===== src/rtl/sym_vn_lut_loader_if.sv =====
// Loader bus for the symmetric VN IB-LUT write path.
// Bundles the table-load control, the entry stream handshake and the
// sym_vn_rank write-port signals.
//   master : LUT update source / write-port consumer side
//   slave  : sym_vn_lut_loader side
interface sym_vn_lut_loader_if #(
   parameter int unsigned DATA_W      = 4,
   parameter int unsigned PAGE_ADDR_W = 6
);
   logic                   load_start;
   logic                   load_offset;
   logic                   load_abort;
   logic [DATA_W-1:0]      entry_in;
   logic                   entry_valid;
   logic                   entry_ready;
   logic [DATA_W-1:0]      lut_in_bank0;
   logic [DATA_W-1:0]      lut_in_bank1;
   logic [PAGE_ADDR_W-1:0] page_write_addr;
   logic                   write_addr_offset;
   logic                   we;
   logic                   busy;
   logic                   load_done;

   modport master (
      output load_start, load_offset, load_abort, entry_in, entry_valid,
      input  entry_ready, lut_in_bank0, lut_in_bank1, page_write_addr,
             write_addr_offset, we, busy, load_done
   );

   modport slave (
      input  load_start, load_offset, load_abort, entry_in, entry_valid,
      output entry_ready, lut_in_bank0, lut_in_bank1, page_write_addr,
             write_addr_offset, we, busy, load_done
   );
endinterface


===== src/rtl/sym_vn_lut_loader.sv =====
// Write-side controller for the symmetric VN IB-LUT RAM rank.
// Packs a serial stream of LUT entries into bank0/bank1 pairs and issues
// one write per page into the selected half of the rank.
// Ports:
//   write_clk : write-domain clock, rising edge
//   rstn      : asynchronous active-low reset
//   bus       : slave side of sym_vn_lut_loader_if
//               (load_start/load_offset/load_abort control, entry_in/
//                entry_valid/entry_ready stream, lut_in_bank0/1,
//                page_write_addr, write_addr_offset, we write port,
//                busy/load_done status)
module sym_vn_lut_loader #(
   parameter int unsigned DATA_W      = 4,
   parameter int unsigned PAGE_ADDR_W = 6,
   parameter int unsigned PAGE_NUM    = 64
) (
   input  logic                 write_clk,
   input  logic                 rstn,
   sym_vn_lut_loader_if.slave   bus
);

   localparam logic [PAGE_ADDR_W-1:0] LAST_PAGE = PAGE_ADDR_W'(PAGE_NUM - 1);

   typedef enum logic [1:0] {
      IDLE    = 2'd0,
      LOAD_B0 = 2'd1,
      LOAD_B1 = 2'd2,
      DONE    = 2'd3
   } state_t;

   state_t                 state;
   logic [PAGE_ADDR_W-1:0] page_cnt;
   logic [DATA_W-1:0]      bank0_hold;
   logic [DATA_W-1:0]      lut_in_bank0_q;
   logic [DATA_W-1:0]      lut_in_bank1_q;
   logic [PAGE_ADDR_W-1:0] page_write_addr_q;
   logic                   write_addr_offset_q;
   logic                   we_q;
   logic                   busy_q;
   logic                   load_done_q;
   logic                   entry_ready_c;
   logic                   handshake_c;

   // Ready is decoded straight from state so a stalled source sees it early.
   assign entry_ready_c = (state == LOAD_B0) || (state == LOAD_B1);
   assign handshake_c   = bus.entry_valid && entry_ready_c;

   // Load sequencer: abort wins over a coincident handshake.
   always_ff @(posedge write_clk or negedge rstn) begin
      if (!rstn) begin
         state               <= IDLE;
         page_cnt            <= '0;
         bank0_hold          <= '0;
         lut_in_bank0_q      <= '0;
         lut_in_bank1_q      <= '0;
         page_write_addr_q   <= '0;
         write_addr_offset_q <= 1'b0;
         we_q                <= 1'b0;
         busy_q              <= 1'b0;
         load_done_q         <= 1'b0;
      end else begin
         we_q        <= 1'b0;
         load_done_q <= 1'b0;
         case (state)
            IDLE: begin
               if (bus.load_start) begin
                  write_addr_offset_q <= bus.load_offset;
                  page_cnt            <= '0;
                  busy_q              <= 1'b1;
                  state               <= LOAD_B0;
               end
            end
            LOAD_B0: begin
               if (bus.load_abort) begin
                  page_cnt <= '0;
                  busy_q   <= 1'b0;
                  state    <= IDLE;
               end else if (handshake_c) begin
                  bank0_hold <= bus.entry_in;
                  state      <= LOAD_B1;
               end
            end
            LOAD_B1: begin
               if (bus.load_abort) begin
                  page_cnt <= '0;
                  busy_q   <= 1'b0;
                  state    <= IDLE;
               end else if (handshake_c) begin
                  lut_in_bank0_q    <= bank0_hold;
                  lut_in_bank1_q    <= bus.entry_in;
                  page_write_addr_q <= page_cnt;
                  we_q              <= 1'b1;
                  // Final page ends the load instead of wrapping the counter.
                  if (page_cnt == LAST_PAGE) begin
                     page_cnt <= '0;
                     state    <= DONE;
                  end else begin
                     page_cnt <= page_cnt + PAGE_ADDR_W'(1);
                     state    <= LOAD_B0;
                  end
               end
            end
            DONE: begin
               load_done_q <= 1'b1;
               busy_q      <= 1'b0;
               state       <= IDLE;
            end
            default: begin
               state <= IDLE;
            end
         endcase
      end
   end

   assign bus.entry_ready       = entry_ready_c;
   assign bus.lut_in_bank0      = lut_in_bank0_q;
   assign bus.lut_in_bank1      = lut_in_bank1_q;
   assign bus.page_write_addr   = page_write_addr_q;
   assign bus.write_addr_offset = write_addr_offset_q;
   assign bus.we                = we_q;
   assign bus.busy              = busy_q;
   assign bus.load_done         = load_done_q;

endmodule


===== src/flat_wrapper.sv =====
// flat-port wrapper written by rule: the top's interface ports become plain ports
module sym_vn_lut_loader_flat 
#(
   parameter int unsigned DATA_W      = 4,
   parameter int unsigned PAGE_ADDR_W = 6,
   parameter int unsigned PAGE_NUM    = 64
)
  (write_clk, rstn, bus_load_start, bus_load_offset, bus_load_abort, bus_entry_in, bus_entry_valid, bus_entry_ready, bus_lut_in_bank0, bus_lut_in_bank1, bus_page_write_addr, bus_write_addr_offset, bus_we, bus_busy, bus_load_done);
  sym_vn_lut_loader_if #(.DATA_W(DATA_W), .PAGE_ADDR_W(PAGE_ADDR_W)) bus_i ();
  input  logic write_clk;
  input  logic rstn;
  input wire logic [$bits(bus_i.load_start)-1:0] bus_load_start;
  input wire logic [$bits(bus_i.load_offset)-1:0] bus_load_offset;
  input wire logic [$bits(bus_i.load_abort)-1:0] bus_load_abort;
  input wire logic [$bits(bus_i.entry_in)-1:0] bus_entry_in;
  input wire logic [$bits(bus_i.entry_valid)-1:0] bus_entry_valid;
  output wire logic [$bits(bus_i.entry_ready)-1:0] bus_entry_ready;
  output wire logic [$bits(bus_i.lut_in_bank0)-1:0] bus_lut_in_bank0;
  output wire logic [$bits(bus_i.lut_in_bank1)-1:0] bus_lut_in_bank1;
  output wire logic [$bits(bus_i.page_write_addr)-1:0] bus_page_write_addr;
  output wire logic [$bits(bus_i.write_addr_offset)-1:0] bus_write_addr_offset;
  output wire logic [$bits(bus_i.we)-1:0] bus_we;
  output wire logic [$bits(bus_i.busy)-1:0] bus_busy;
  output wire logic [$bits(bus_i.load_done)-1:0] bus_load_done;
  assign bus_i.load_start = bus_load_start;
  assign bus_i.load_offset = bus_load_offset;
  assign bus_i.load_abort = bus_load_abort;
  assign bus_i.entry_in = bus_entry_in;
  assign bus_i.entry_valid = bus_entry_valid;
  assign bus_entry_ready = bus_i.entry_ready;
  assign bus_lut_in_bank0 = bus_i.lut_in_bank0;
  assign bus_lut_in_bank1 = bus_i.lut_in_bank1;
  assign bus_page_write_addr = bus_i.page_write_addr;
  assign bus_write_addr_offset = bus_i.write_addr_offset;
  assign bus_we = bus_i.we;
  assign bus_busy = bus_i.busy;
  assign bus_load_done = bus_i.load_done;
  sym_vn_lut_loader #(.DATA_W(DATA_W), .PAGE_ADDR_W(PAGE_ADDR_W), .PAGE_NUM(PAGE_NUM)) u_core (.write_clk(write_clk), .rstn(rstn), .bus(bus_i));
endmodule

===== config.mk =====
export PLATFORM = sky130hd
export DESIGN_NAME = sym_vn_lut_loader_flat
export DESIGN_NICKNAME = d
export VERILOG_FILES = /design/src/rtl/sym_vn_lut_loader_if.sv /design/src/rtl/sym_vn_lut_loader.sv /design/src/flat_wrapper.sv
export SDC_FILE = /design/constraint.sdc
export NUM_CORES = 1
export LEC_CHECK = 0
export CORE_MARGIN = 3
export CORE_UTILIZATION = 53
export DETAILED_ROUTE_END_ITERATION = 8
export PLACE_DENSITY = 0.82
export RECOVER_POWER = 50
export SLEW_MARGIN = 15
export SYNTH_ARGS = -nofsm -noshare
export SYNTH_HDL_FRONTEND = slang
export SYNTH_SLANG_ARGS = --single-unit
export TNS_END_PERCENT = 100

===== constraint.sdc =====
create_clock -name write_clk -period 5.2 [get_ports write_clk]
set_clock_uncertainty 0.2 [all_clocks]
set_input_delay 0.52 -clock write_clk [delete_from_list [all_inputs] [get_ports write_clk]]
set_output_delay 0.52 -clock write_clk [all_outputs]
set_load 0.02 [all_outputs]

======== After elaboration in Yosys (flattened, before gate mapping) ========
Cells that the tools add are included.
storage, ports and cells
  bits in registers ....................... 30
  output and inout port bits .............. 19
operators by class
  add/sub/neg operators ................... 1
  equal/unequal tests ..................... 9
  muxes and demuxes ....................... 20
  bitwise operators ....................... 1
  reductions and logical operators ........ 11
operator list
  cell                                                                     number
  6-bit two-way mux                                                        5
  6-bit case mux with 3 select lines                                       1
  2-bit two-way mux                                                        6
  3-bit AND reduction                                                      3
  2-bit case mux with 4 select lines                                       1
  6-bit by 1-bit adder with 6-bit output, second input constant            1
  6-bit == test, second input constant                                     1
  1-bit two-way mux                                                        6
  3-bit by 2-bit inequality test with 1-bit output, second input constant  2
  2-bit == test, second input constant                                     2
  2-bit inequality test, second input constant                             2
  2-bit AND reduction                                                      2
  4-bit AND reduction                                                      1
  1-bit case mux with 3 select lines                                       1
  3-bit nonzero test                                                       1
  2-bit by 1-bit == test with 1-bit output, second input constant          1
  2-bit zero test                                                          1
  2-bit by 1-bit inequality test with 1-bit output, second input constant  1
  2-bit OR reduction                                                       1
  1-bit logical AND                                                        1
  1-bit logical OR                                                         1
  1-bit inverter                                                           1

======== Longest topological paths before layout ========
Gate-level depths: netlist (run 1).
  word-level depth ........................ 6
  gate-level depth with buffers ........... 7
  mapped depth without buffers ............ 6

======== Worst setup path before layout (run 1) ========
Ideal clock, no wire load.
  path type ............................... reg-to-reg
  start ................................... register u_core.state[0]
  end ..................................... register u_core.page_cnt[0]
  data arrival time ....................... 1.825 ns
  data required time ...................... 4.875 ns
  setup slack ............................. 3.050 ns
  cell stages (with the launch flop) ...... 6
  buffers on the path ..................... 0
  period minus slack after synthesis ...... 2.150 ns
  cell sequence ........................... dfrtp_1 > inv_1 > ha_1 > nand2_1 > a2111o_1 > mux2_2
on the way
  cells in the longest elaborated chain, start to end .. 5
  elaborated cells on any way between the ends .. 11
  classes of those cells .................. eq/ne (5); mux (1); reduce/logical (5)
RTL lines
  item                                                                              RTL line                 RTL
  start: declaration                                                                sym_vn_lut_loader.sv:31  state_t state;
  start signal: assignment                                                          sym_vn_lut_loader.sv:51  state <= IDLE;
  start signal: assignment                                                          sym_vn_lut_loader.sv:70  state <= LOAD_B0;
  start signal: assignment                                                          sym_vn_lut_loader.sv:77  state <= IDLE;
  2-bit by 1-bit == test with 1-bit output / 2-bit == test (equally long branches)  sym_vn_lut_loader.sv:45  assign entry_ready_c = (state == LOAD_B0) || (state == LOAD_B1);
  1-bit logical OR *                                                                sym_vn_lut_loader.sv:45
  via bus_entry_ready                                                               flat_wrapper.sv:17       output wire logic [$bits(bus_i.entry_ready)-1:0] bus_entry_ready;
  1-bit logical AND *                                                               sym_vn_lut_loader.sv:46  assign handshake_c = bus.entry_valid && entry_ready_c;
  3-bit by 2-bit inequality test with 1-bit output (no source line) *               -
  4-bit AND reduction (no source line) *                                            -
  end signal: assignment                                                            sym_vn_lut_loader.sv:98  page_cnt <= page_cnt + PAGE_ADDR_W'(1);
  end: declaration                                                                  sym_vn_lut_loader.sv:32  logic [PAGE_ADDR_W-1:0] page_cnt;
Mark *: on every way through the listed nets, which the timed path passes. The rest lies on a longest branch.
A chain may end at the register's enable or synchronous reset.

======== Final worst setup path (run 1) ========
  start ................................... register u_core.state[1]
  end ..................................... output port bus_entry_ready
on the way
  cells in the longest elaborated chain, start to end .. 2
  elaborated cells on any way between the ends .. 3
  classes of those cells .................. eq/ne (2); reduce/logical (1)
RTL lines
  item                                                                              RTL line
  2-bit by 1-bit == test with 1-bit output / 2-bit == test (equally long branches)  sym_vn_lut_loader.sv:45
  1-bit logical OR *                                                                sym_vn_lut_loader.sv:45
  end: declaration                                                                  flat_wrapper.sv:17
Mark *: on every way between the ends. The rest lies on a longest branch, timed or not.

==> impl_metrics.env, run 1 <==
export IMPL_pwr_share_seq=0.379
export IMPL_async_reset_ff_frac=1.00
export IMPL_synth_seq_area_share=0.542
export IMPL_synthesis_nets=124
export IMPL_grt_pass1_vias=1012
export IMPL_cts_buffer_depth=2
export IMPL_crit_arrival_ns=1.89
export IMPL_reg2reg_depth=5
export IMPL_power_total_mw=0.859
export IMPL_peakVddDrop_mv=0.441
export IMPL_post_cts_resized=0
export IMPL_r2r_start="u_core.state[0]"
export IMPL_dp_hpwl_um=1930
export IMPL_status="finished with violations"
export IMPL_synth_area_um2=1390
export IMPL_cts_tree="yes"
export IMPL_p_switching_mw=0.293
export IMPL_clk_pin_slew_ns=0.10
export IMPL_netlist_top_cells_area="dfrtp_1, mux2_2, ha_1, o21ai_0, nor2b_1"
export IMPL_yosys_register_bits=30
export IMPL_wl_per_cell_um=15.6
export IMPL_leakage_nw=0.860
export IMPL_internal_power_mw=0.566
export IMPL_drive_gt1_frac=0.232
export IMPL_max_stage_delay_ns=0.64
export IMPL_finalCriticalPeriod_ns=2.61
export IMPL_core_um2=2340
export IMPL_cp_end_kind="output pin"
export IMPL_grt_max_degree=31
export IMPL_hold_viol_final=0
export IMPL_fp_dieH_um=57.1
export IMPL_cts_buffers=5
export IMPL_r2r_end="u_core.bus.lut_in_bank0[1]"
export IMPL_hold_buffers=0
export IMPL_antenna_found_initial=0
export IMPL_num_vias=943
export IMPL_fmaxAchievable_ghz=0.383
export IMPL_vias_per_cell=5.55
export IMPL_ff2ff_setup_slack_ns=2.70
export IMPL_crit_path_top_delay_cell="clkdlybuf4s50_1"
export IMPL_ctsHtreeMaxLevel=2
export IMPL_postCtsSetupBuffers=0
export IMPL_synth_warnings=0
export IMPL_violations="capacitance limit, slew limit"
export IMPL_cpLargestDelayFamily="buffers and inverters"
export IMPL_synth_avg_cell_area_um2=13.0
export IMPL_setup_tns_ns=0
export IMPL_cts_root_buf="clkbuf_4"
export IMPL_crit_type="reg2out"
export IMPL_start_kind="register"
export IMPL_grt_overflow=0
export IMPL_worstPathRequired_ns=4.48
export IMPL_grt_pass1_wl_um=4630
export IMPL_hold_depth=1
export IMPL_worst_pin_slew_ns=1.52
export IMPL_dieWidth_um=57.1
export IMPL_rows=17
export IMPL_drtIter0Drc=12
export IMPL_rsz0062_at_grt="no"
export IMPL_power_density_nw_per_um2=487
export IMPL_nets=158
export IMPL_grt_use_total=0.187
export IMPL_ios=29
export IMPL_wirelength_um=2650
export IMPL_slew_headroom=-0.0128
export IMPL_gp_congestion=0.798
export IMPL_final_common_cell="dfrtp_1"
export IMPL_ant_nets=0
export IMPL_io_buffers=28
export IMPL_cap_viol_max_count=1
export IMPL_synth_ff_type="dfrtp_1"
export IMPL_worstSkewPairLatency_ns=0.32
export IMPL_die_area_um2=3270
export IMPL_syn_inst=107
export IMPL_holdPathEnd="u_core.bus.lut_in_bank1[3]"
export IMPL_initial_utilization=0.593
export IMPL_holdCritStartpoint="u_core.bus.lut_in_bank1[3]"
export IMPL_synth_top_cell_area_share=0.542
export IMPL_antenna_cells=0
export IMPL_crit_cells=3
export IMPL_fin_crit_sh=0.503
export IMPL_mostFrequentLayoutCells="dfrtp_1, mux2_2, clkdlybuf4s50_1"
export IMPL_drv_slew=31
export IMPL_clkPwrFrac=0.209
export IMPL_path_max_fanout=5
export IMPL_drc_errors=0
export IMPL_setup_violations=0
export IMPL_path_buf_inv=2
export IMPL_path_cells="inv_1 -> ha_1 -> clkdlybuf4s50_1"
export IMPL_hold_class="reg2reg"
export IMPL_ys_types=24
export IMPL_power_frac_comb=0.411
export IMPL_fillers=171
export IMPL_synth_edf_count=0
export IMPL_swShare=0.341
export IMPL_cts_sinks=30
export IMPL_areaGrowthSynthToFinish_pct=27.3
export IMPL_synth_area_leader_cell="dfrtp_1"
export IMPL_dr_pass1_iters=4
==> worst max path at each step <==
stage | startpoint | end | slack, ns
final | u_core.state[1] | bus_entry_ready | 2.59
after global placement | bus_load_abort | u_core.bus.page_write_addr[1] | 2.62
after detailed placement | bus_load_abort | u_core.bus.lut_in_bank0[1] | 2.51
after CTS | u_core.state[0] | bus_entry_ready | 2.58
after global routing | u_core.state[0] | bus_entry_ready | 2.51
after floorplan | u_core.state[0] | u_core.page_cnt[0] | 3.05
==> kinds of logic (layout without fill, tap and decap cells) <==
group	count (synthesis)	count (layout)	share of synthesized area
mux	23	23	0.186
simple gates	23	23	0.0894
flops	30	30	0.542
compound gates	16	16	0.0903
fa+ha+maj	7	7	0.0632
buf+inv	8	43	0.0298
==> metal layers <==
metal  vias up  GRT usage  share of wire
met5         -          0              0
met4         0     0.0993          0.023
met3         7     0.0543          0.054
met2        34      0.307           0.49
met1       455      0.222           0.44
li1        447          -              -
==> worst register-to-register path, cell delays in order, from the launching register on <==
cell	delay, ns
dfrtp_1	0.43
inv_1	0.14
ha_1	0.21
nor2b_1	0.54
nand3_2	0.45
mux2_2	0.42
==> flip-flops by register name (all words and copies together), names as in the netlist <==
signal                        cells
u_core.state                      2
u_core.bus.page_write_addr        6
u_core.bus.load_done              1
u_core.bus.we                     1
u_core.bus.lut_in_bank1           4
u_core.page_cnt                   6
u_core.bus.busy                   1
u_core.bus.lut_in_bank0           4
u_core.bus.write_addr_offset      1
u_core.bank0_hold                 4
==> final cells by class <==
class                   count  area (µm²)  share of cell area
inverters                   6        22.5              0.0128
clock inverters             3        40.0              0.0227
flip-flops and latches     30         751               0.426
clock buffers               5        37.5              0.0213
repair buffers             29         284               0.161
well taps                  28        35.0              0.0199
multi-input cells          69         594               0.337
==> power groups by stage <==
stage,Combinational (mW),Sequential [mW],Clock [mW]
after floorplan,0.183,0.368,0
after global placement,0.346,0.326,0
after detailed placement,0.358,0.331,0
after CTS,0.359,0.326,0.185
after global routing,0.381,0.334,0.195
final,0.353,0.326,0.180
==> per-stage QoR <==
stage	area, µm²	utilization	setup WS [ns]	hold slack, ns	std cells
2_1_floorplan	1390	-	3.05	0.0244	107
3_3_place_gp	1690	0.722	2.62	0.280	162
3_5_place_dp	1690	0.722	2.51	0.292	162
4_1_cts	1770	0.756	2.58	0.313	170
5_1_grt	1760	0.754	2.51	0.329	170
6_report	1760	0.754	2.59	0.308	170
==> Yosys cell counts, types with 2 or more instances <==
library cell,instances
nor2_1,3
nand3_1,3
nor2b_1,5
mux2_2,22
dfrtp_1,30
o21ai_1,2
inv_1,6
o21ai_0,7
and3_1,2
nand2_1,5
nand2b_1,2
ha_1,7
a22o_1,2
(Power assumes the default switching activity.)
==> run 2, diff against run 1 <==
Settings changed: CORE_UTILIZATION 53 to 45, PLACE_DENSITY 0.82 to 0.75.
Clock period 5.2 ns to 2.2 ns, I/O delays scaled along.
==> run 2 against run 1 <==
The flow still finishes with violations (capacitance limit, slew limit). Count of clock-buffer cells in the layout unchanged. Global-route usage shrank 3.4 points. Clock power increased by 130%. Utilization fell by 12 points. Critical path type is now reg2reg.
==> impl_metrics.env, run 2 (same netlist as run 1, synthesis figures left out) <==
export IMPL_status="finished with violations"
export IMPL_violations="capacitance limit, slew limit"
export IMPL_cts_root_buf="clkbuf_4"
export IMPL_antenna_found_initial=0
export IMPL_hold_buffers=0
export IMPL_start_kind="register"
export IMPL_power_total_mw=2.06
export IMPL_areaGrowthSynthToFinish_pct=30.3
export IMPL_crit_top_cell="o21ai_0"
export IMPL_num_vias=949
export IMPL_die_area_um2=3780
export IMPL_nets=162
export IMPL_cts_buffer_depth=2
export IMPL_setup_violations=0
export IMPL_max_stage_delay_ns=0.47
export IMPL_grt_pass1_wl_um=4120
export IMPL_drv_slew=31
export IMPL_setup_ws_ns=0.0725
export IMPL_dp_hpwl_um=1840
export IMPL_cts_sinks=30
export IMPL_rows=19
export IMPL_wirelength_um=2540
export IMPL_drive_gt1_frac=0.274
export IMPL_multi_input_area_um2=604
export IMPL_post_route_util=0.633
export IMPL_worstPathRequired_ns=2.20
export IMPL_grt_pass1_vias=951
export IMPL_crit_path_top_delay_cell="a2111o_1"
export IMPL_hold_class="reg2reg"
export IMPL_initial_utilization=0.486
export IMPL_dp_cells=168
export IMPL_ff2ff_setup_slack_ns=0.07
export IMPL_mostFrequentLayoutCells="dfrtp_1, clkdlybuf4s50_1, mux2_2, inv_1, ha_1"
export IMPL_path_cells="inv_1 -> ha_1 -> nand2_1 -> a2111o_1 -> o21ai_0 -> o21ai_0"
export IMPL_hold_viol_final=0
export IMPL_final_common_cell="dfrtp_1"
export IMPL_cts_tree="yes"
export IMPL_peakVddDrop_mv=0.757
export IMPL_finalCriticalPeriod_ns=2.13
export IMPL_core_um2=2850
export IMPL_fmaxAchievable_ghz=0.470
export IMPL_dr_pass1_iters=4
export IMPL_cap_viol_max_count=1
export IMPL_crit_arrival_ns=2.13
export IMPL_dieWidth_um=61.5
export IMPL_ant_nets=0
export IMPL_cts_buffers=5
export IMPL_worst_pin_slew_ns=1.54
export IMPL_io_buffers=28
export IMPL_cp_end_kind="register"
export IMPL_leakage_nw=0.863
export IMPL_gp_congestion=0.848
export IMPL_ctsHtreeMaxLevel=2
export IMPL_dpl_worst_slack_ns=0.0827
export IMPL_path_max_fanout=5
export IMPL_final_seq_area_um2=751
export IMPL_worstSkewPairLatency_ns=0.32
export IMPL_grt_max_degree=31
export IMPL_power_density_nw_per_um2=1140
export IMPL_vias_per_cell=5.36
export IMPL_grt_use_total=0.153
export IMPL_fillers=240
export IMPL_wl_per_cell_um=14.4
export IMPL_fin_crit_sh=0.967
export IMPL_crit_type="reg2reg"
export IMPL_ios=29
export IMPL_slew_headroom=-0.0239
export IMPL_grt_overflow=0
export IMPL_drtIter0Drc=44
export IMPL_drc_errors=0
export IMPL_clk_pin_slew_ns=0.09
export IMPL_fp_dieH_um=61.5
export IMPL_antenna_cells=0
export IMPL_layoutNonFillerInstCount=177
[run 2: critical path, delay by kind of cell, from the launching register on]
family / cells / cell delay (ns)
flip-flops: 1 / 0.44
AO/OA/AOI/OAI: 3 / 0.82
AND/OR/NAND/NOR: 1 / 0.13
adder cells (fa/ha/maj): 1 / 0.32
buffers and inverters: 1 / 0.11
[run 2: layer usage]
| layer | vias to the layer above | routed length [µm] | global-route usage |
|---|---|---|---|
| li1 | 453 | - | - |
| met1 | 456 | 1140 | 0.178 |
| met2 | 32 | 1220 | 0.254 |
| met3 | 8 | 121 | 0.0440 |
| met4 | 0 | 59 | 0.0818 |
| met5 | - | 0 | 0 |
[run 2: what timing repair did]
item                                    4_1_cts  5_1_grt
pin swaps                                     0        2
setup buffers                                 0        1
endpoints found under the setup margin        1        5
resized for setup                             1        5
[run 2: report_power, final]
part,total [mW],switching [mW],internal [mW]
Combinational,0.873,0.433,0.440
Sequential,0.763,0.0719,0.691
Clock,0.423,0.188,0.235
[run 2: final timing paths]
path,from,end,depth (start not counted)
max,u_core.state[1],u_core.page_cnt[2],6
min,u_core.bus.lut_in_bank0[1],u_core.bus.lut_in_bank0[1],1
max reg2reg,u_core.state[1],u_core.page_cnt[2],6
min reg2reg,u_core.bus.lut_in_bank0[1],u_core.bus.lut_in_bank0[1],1
max in group asynchronous,rstn,u_core.bus.page_write_addr[5],2
min in group asynchronous,rstn,u_core.bus.we,2
[run 2: layout make-up]
cell class / instances / area share
clock inverters: 3 / 0.0222
clock buffers: 5 / 0.0208
flip-flops and latches: 30 / 0.416
well taps: 31 / 0.0215
multi-input cells: 69 / 0.334
repair buffers: 33 / 0.173
inverters: 6 / 0.0125
[run 2: metrics by stage]
step / instance area (µm²) / TNS, ns / hold WS, ns
after floorplan: 1390 / 0 / -0.276
after global placement: 1720 / 0 / 0.284
after detailed placement: 1720 / 0 / 0.293
after CTS: 1790 / 0 / 0.0715
after global routing: 1810 / -0.0224 / 0.320
final: 1810 / 0 / 0.310
